==> src/rtl/ram_bridge16.sv <==
// ram_bridge16: runs single-cycle RAM requests on a 16-bit SRAM-style bus with programmable wait states.
// Optional RAM_BRIDGE_ROTATE_EN: misaligned word reads return the aligned word rotated right by 8*addr[1:0].
module ram_bridge16 #(
    parameter int WAIT_STATES = 1
) (
    input  logic        clk,
    input  logic        rst,
    input  logic        i_ram_en,
    input  logic        i_ram_wr,
    input  logic [1:0]  i_ram_size,
    input  logic [31:0] i_ram_addr,
    input  logic [31:0] i_ram_wdata,
    output logic [31:0] o_ram_rdata,
    output logic        o_ram_stall,
    output logic        o_ext_cs,
    output logic        o_ext_we,
    output logic [1:0]  o_ext_be,
    output logic [30:0] o_ext_addr,
    output logic [15:0] o_ext_wdata,
    input  logic [15:0] i_ext_rdata
);

    localparam logic [1:0] MEM_B   = 2'b00;
    localparam logic [1:0] MEM_H   = 2'b01;
    localparam logic [3:0] WS_LOAD = 4'(WAIT_STATES);

`ifdef RAM_BRIDGE_ROTATE_EN
    localparam int ALO_W = 2;
`else
    localparam int ALO_W = 1;
`endif

    typedef enum logic [1:0] {
        IDLE  = 2'd0,
        BEAT0 = 2'd1,
        BEAT1 = 2'd2,
        DONE  = 2'd3
    } state_t;

    state_t            state_q, state_d;
    logic [3:0]        cnt_q, cnt_d;
    logic              cs_q, cs_d;
    logic              we_q, we_d;
    logic [1:0]        be_q, be_d;
    logic [30:0]       eaddr_q, eaddr_d;
    logic [15:0]       ewdata_q, ewdata_d;
    logic [31:0]       rdata_q, rdata_d;

    // Request fields latched at accept; only the parts needed after beat 0 are kept.
    logic              wr_q, wr_d;
    logic [1:0]        size_q, size_d;
    logic [ALO_W-1:0]  alo_q, alo_d;
    logic [15:0]       whi_q, whi_d;
    logic [15:0]       rlo_q, rlo_d;

    logic [31:0]       word_rd;
    logic [31:0]       fin_rdata;
    logic              stall;

    function automatic logic [1:0] lane_be(input logic [1:0] size, input logic a0);
        if (size == MEM_B) begin
            return a0 ? 2'b10 : 2'b01;
        end
        return 2'b11;
    endfunction

    function automatic logic [15:0] lane_wdata(input logic [1:0] size, input logic [15:0] wd);
        if (size == MEM_B) begin
            return {wd[7:0], wd[7:0]};
        end
        return wd;
    endfunction

    function automatic logic [30:0] first_haddr(input logic [1:0] size, input logic [31:0] addr);
        if (size[1]) begin
            return {addr[31:2], 1'b0};
        end
        return addr[31:1];
    endfunction

`ifdef RAM_BRIDGE_ROTATE_EN
    function automatic logic [31:0] rotr_bytes(input logic [31:0] w, input logic [1:0] sh);
        case (sh)
            2'd0:    return w;
            2'd1:    return {w[7:0],  w[31:8]};
            2'd2:    return {w[15:0], w[31:16]};
            default: return {w[23:0], w[31:24]};
        endcase
    endfunction
`endif

    // Read result assembled from the beat that is completing this cycle.
    always_comb begin
`ifdef RAM_BRIDGE_ROTATE_EN
        word_rd = rotr_bytes({i_ext_rdata, rlo_q}, alo_q);
`else
        word_rd = {i_ext_rdata, rlo_q};
`endif
        case (size_q)
            MEM_B:   fin_rdata = {24'b0, alo_q[0] ? i_ext_rdata[15:8] : i_ext_rdata[7:0]};
            MEM_H:   fin_rdata = {16'b0, i_ext_rdata};
            default: fin_rdata = word_rd;
        endcase
    end

    always_comb begin
        state_d  = state_q;
        cnt_d    = cnt_q;
        cs_d     = cs_q;
        we_d     = we_q;
        be_d     = be_q;
        eaddr_d  = eaddr_q;
        ewdata_d = ewdata_q;
        rdata_d  = rdata_q;
        wr_d     = wr_q;
        size_d   = size_q;
        alo_d    = alo_q;
        whi_d    = whi_q;
        rlo_d    = rlo_q;
        stall    = 1'b0;

        case (state_q)
            IDLE: begin
                stall = i_ram_en;
                if (i_ram_en) begin
                    wr_d     = i_ram_wr;
                    size_d   = i_ram_size;
                    alo_d    = i_ram_addr[ALO_W-1:0];
                    whi_d    = i_ram_wdata[31:16];
                    cs_d     = 1'b1;
                    we_d     = i_ram_wr;
                    be_d     = lane_be(i_ram_size, i_ram_addr[0]);
                    eaddr_d  = first_haddr(i_ram_size, i_ram_addr);
                    ewdata_d = lane_wdata(i_ram_size, i_ram_wdata[15:0]);
                    cnt_d    = WS_LOAD;
                    state_d  = BEAT0;
                end
            end
            BEAT0, BEAT1: begin
                stall = 1'b1;
                if (cnt_q != 4'd0) begin
                    cnt_d = cnt_q - 4'd1;
                end else if (state_q == BEAT0 && size_q[1]) begin
                    // Low half of a word is done; the upper half follows on the next halfword.
                    if (!wr_q) begin
                        rlo_d = i_ext_rdata;
                    end
                    eaddr_d  = eaddr_q + 31'd1;
                    ewdata_d = whi_q;
                    be_d     = 2'b11;
                    cnt_d    = WS_LOAD;
                    state_d  = BEAT1;
                end else begin
                    if (!wr_q) begin
                        rdata_d = fin_rdata;
                    end
                    cs_d    = 1'b0;
                    we_d    = 1'b0;
                    be_d    = 2'b00;
                    state_d = DONE;
                end
            end
            DONE: begin
                state_d = IDLE;
            end
            default: begin
                state_d = IDLE;
            end
        endcase
    end

    always_ff @(posedge clk) begin
        if (rst) begin
            state_q  <= IDLE;
            cnt_q    <= 4'd0;
            cs_q     <= 1'b0;
            we_q     <= 1'b0;
            be_q     <= 2'b00;
            eaddr_q  <= '0;
            ewdata_q <= '0;
            rdata_q  <= '0;
        end else begin
            state_q  <= state_d;
            cnt_q    <= cnt_d;
            cs_q     <= cs_d;
            we_q     <= we_d;
            be_q     <= be_d;
            eaddr_q  <= eaddr_d;
            ewdata_q <= ewdata_d;
            rdata_q  <= rdata_d;
        end
    end

    // Latched request fields are only meaningful inside an access, so they carry no reset.
    always_ff @(posedge clk) begin
        wr_q   <= wr_d;
        size_q <= size_d;
        alo_q  <= alo_d;
        whi_q  <= whi_d;
        rlo_q  <= rlo_d;
    end

    assign o_ram_stall = stall;
    assign o_ram_rdata = rdata_q;
    assign o_ext_cs    = cs_q;
    assign o_ext_we    = we_q;
    assign o_ext_be    = be_q;
    assign o_ext_addr  = eaddr_q;
    assign o_ext_wdata = ewdata_q;

endmodule

==> config.mk <==
export PLATFORM = sky130hd
export DESIGN_NAME = ram_bridge16
export DESIGN_NICKNAME = d
export VERILOG_FILES = /design/src/rtl/ram_bridge16.sv
export SDC_FILE = /design/constraint.sdc
export NUM_CORES = 1
export LEC_CHECK = 0
export CAP_MARGIN = 40
export CORE_MARGIN = 2
export CORE_UTILIZATION = 43
export CTS_CLUSTER_SIZE = 10
export DETAILED_ROUTE_END_ITERATION = 12
export PLACE_DENSITY = 0.74
export SLEW_MARGIN = 30
export SYNTH_ARGS = -nofsm -noshare
export SYNTH_HDL_FRONTEND = slang
export SYNTH_SLANG_ARGS = --single-unit
==> constraint.sdc <==
create_clock -name clk -period 2.5 [get_ports clk]
set_input_delay 0.75 -clock clk [delete_from_list [all_inputs] [get_ports clk]]
set_output_delay 0.75 -clock clk [all_outputs]
set_load 0.005 [all_outputs]
==> results.ini <==
[yosys]
ys_seq_area_share_pct = 49.4
synth.avg_cell_area_um2 = 9.13
synthAdderAreaFrac_pct = 1.51
synth-seq-cells = 125
synth_compound_area_share_pct = 18.2
async_reset_ff_share_pct = 0
synth.cell_area_um2 = 5800
syn_inst = 635
synth_nets = 728
synthSimpleGateAreaFrac_pct = 20.6
synthMuxAreaShare_pct = 5.72
ys_types = 57
synth_xor_xnor_area_share_pct = 1.06
synth_top_family_by_area = simple AND/OR/NAND/NOR gates
synth_edf_count = 36
synthFlopType = dfxtp_1
synth_warnings = 0

[clocking]
htree_levels = 4
cts_tree = yes
worst_skew_pair.late_latency_ns = 0.42
cts-root-buf = clkbuf_16
clkSinkCount = 125
clkTransAtPathRegs_ns = 0.05
cts_inserted_buffers = 17
clock_path_buffers = 2

[layout]
fill_cells = 1068
ff_latch_area_um2 = 2870
layout.nets = 914
syn2layout_area_growth_pct = 47.0
multi_input_comb_area_um2 = 2750
antenna_cells = 0
stdcell_count = 1010
drive_gt1_share_pct = 11.3

[grt]
grt_pass1_wl_mm = 27.8
grt_max_degree = 93
track_usage_pct = 24.3
antenna_found_initial = 0
grt_pass1_vias = 5607
grt-ovfl-total = 0

[setup_path]
crit_path_start_kind = flop
crit_fanout = 24
crit_arrival_ns = 2.68
worstRegToRegCells = 11
crit_path_end_kind = flop
crit_type = flop to flop
cp_data_required_time_ns = 2.78

[floorplanning]
die_h_um = 120
std_cell_rows = 42
die_w_um = 120
io_pins = 170
fp.coreArea_um2 = 13200
start_util_pct = 44.0
dieArea_um2 = 14400

[timing]
setup_ws_ns = 0.105
maxSlewViolCount = 0
hold_viol_final = 0
whs_ns = 0.453
finalClockSkew_ns = 0.00984
tightest_slew_ns = 0.696
setup_viol = 0
finalCriticalPeriod_ns = 2.40
fmax_ghz = 0.418
slew_headroom_pct = 53.2
finalCritPeriodShare_pct = 95.8
rsz0062_at_grt = false
finalSetupTns_ns = 0

[route]
vias = 5751
ant_nets = 0
firstDrtPassIters = 6
drt-initial-drc-count = 487
drt_wl_total_mm = 17.4
wl_per_cell_um = 17.2
vias_per_cell = 5.69
drc = 0

[placed_design]
dpl.cell_count = 975
port_buffers = 169
dp_hpwl_mm = 12.3
pre_cts_ws_ns = -0.336
gp_congestion = 0.927

[power]
powerDensity_nw_per_um2 = 1210
cellLeakagePower_uw = 0.00299
ir_drop_v = 0.000650

[hold_path]
hold_path_class = flop to flop
whs_path_depth = 2

[status]
outcome = complete, no violations

[flow_run]
drv_cap = 0

==> final timing paths <==
kind | start | to | slack (ns)
worst min register to register | o_ext_we$_SDFFE_PP0P_ | o_ext_we$_SDFFE_PP0P_ | 0.45
worst min-delay path | o_ext_we$_SDFFE_PP0P_ | o_ext_we$_SDFFE_PP0P_ | 0.45
worst max-delay path | state_q[1]$_SDFFE_PP0P_ | o_ext_addr[14]$_SDFFE_PP0P_ | 0.10
worst max register to register | state_q[1]$_SDFFE_PP0P_ | o_ext_addr[14]$_SDFFE_PP0P_ | 0.10
==> power breakdown <==
group	leakage, uW	switching (uW)	internal [uW]
clock	0.000298	894	1710
combinational	0.00163	2200	2220
sequential	0.00106	578	2690
total	0.00299	3670	6620
==> per-layer routing <==
layer  up-vias  part of all wire, %  global-route usage (%)
met5         -                    0                       0
met4         0                  1.9                    9.49
met3        30                  7.6                    7.27
met2       257                   48                    39.5
met1      2743                   43                    30.4
li1       2721                    -                       -
==> Yosys cell counts (4+ instances only) <==
library cell	count	share of area [%]
a211oi_1	15	1.9
a21oi_1	58	5.0
a221oi_1	7	1.1
a22oi_1	21	2.7
and2_1	4	0.43
and3_1	4	0.43
buf_2	15	1.3
clkbuf_1	27	1.7
dfxtp_1	89	31
edfxtp_1	36	19
ha_1	7	1.5
inv_1	7	0.45
mux2i_1	32	5.5
nand2_1	85	5.5
nand3_1	33	2.8
nand4_1	11	1.2
nor2_1	47	3.0
nor2b_1	5	0.54
nor3_1	20	1.7
nor4_1	5	0.54
o21ai_0	29	2.5
o22ai_1	15	1.6
or3_1	5	0.54
or4_1	5	0.65
xor2_1	4	0.60
==> final cells by class <==
class / count / share of cell area (%)
flip-flops and latches: 125 / 33.6
multi-input cells: 459 / 32.3
repair buffers: 211 / 23.8
clock buffers: 23 / 5.87
well taps: 176 / 2.58
clock inverters: 9 / 1.53
inverters: 7 / 0.308
==> state kept, by name, indices dropped and copies added (netlist names), 2 cells and up <==
name         flops
o_ext_be         2
size_q           2
o_ram_rdata     32
whi_q           16
o_ext_wdata     16
cnt_q            4
o_ext_addr      31
state_q          2
rlo_q           16
==> layout by cell type, fill, tap and decap left out, drive strengths merged, types with 8 or more instances in the layout <==
cell type and count:
o22ai 15, o21ai 31, inv 8, dfxtp 89, nand2 86, clkdlybuf4s50 166, nor3 20, a21oi 58
buf 43, a211oi 16, nand4 13, mux2i 32, edfxtp 36, nand3 34, clkbuf 23, nor2 47
a22oi 21
==> worst max-delay path, stage by stage, from the launching register on <==
cell and delay (ns):
dfxtp_2 0.37, inv_2 0.07, ha_4 0.28, buf_4 0.16
buf_6 0.25, inv_1 0.09, o211ai_1 0.24, buf_4 0.23
buf_4 0.18, nor4_1 0.06, o21ai_0 0.19, a21oi_1 0.12
==> timing repair <==
action,in CTS,in global routing
gates resized for setup,8,2
endpoints found under the setup margin,7,25
hold buffers,0,0
setup buffers,2,1
pin swaps,1,0
==> through the flow <==
| step | power (uW) | utilization [%] | area (um^2) |
|---|---|---|---|
| 2_1_floorplan | 5470 | - | 5810 |
| 3_3_place_gp | 7460 | 59.6 | 7860 |
| 3_5_place_dp | 7590 | 59.6 | 7860 |
| 4_1_cts | 10300 | 64.5 | 8510 |
| 5_1_grt | 10900 | 64.6 | 8530 |
| 6_report | 10300 | 64.6 | 8530 |
==> cell families after synthesis <==
group,after synthesis
mux,33
compound gates,168
xor+xnor,7
buf+inv,51
flops,125
fa+ha+maj,7
simple gates,244
Note: power is estimated with default switching activity, not from simulation.
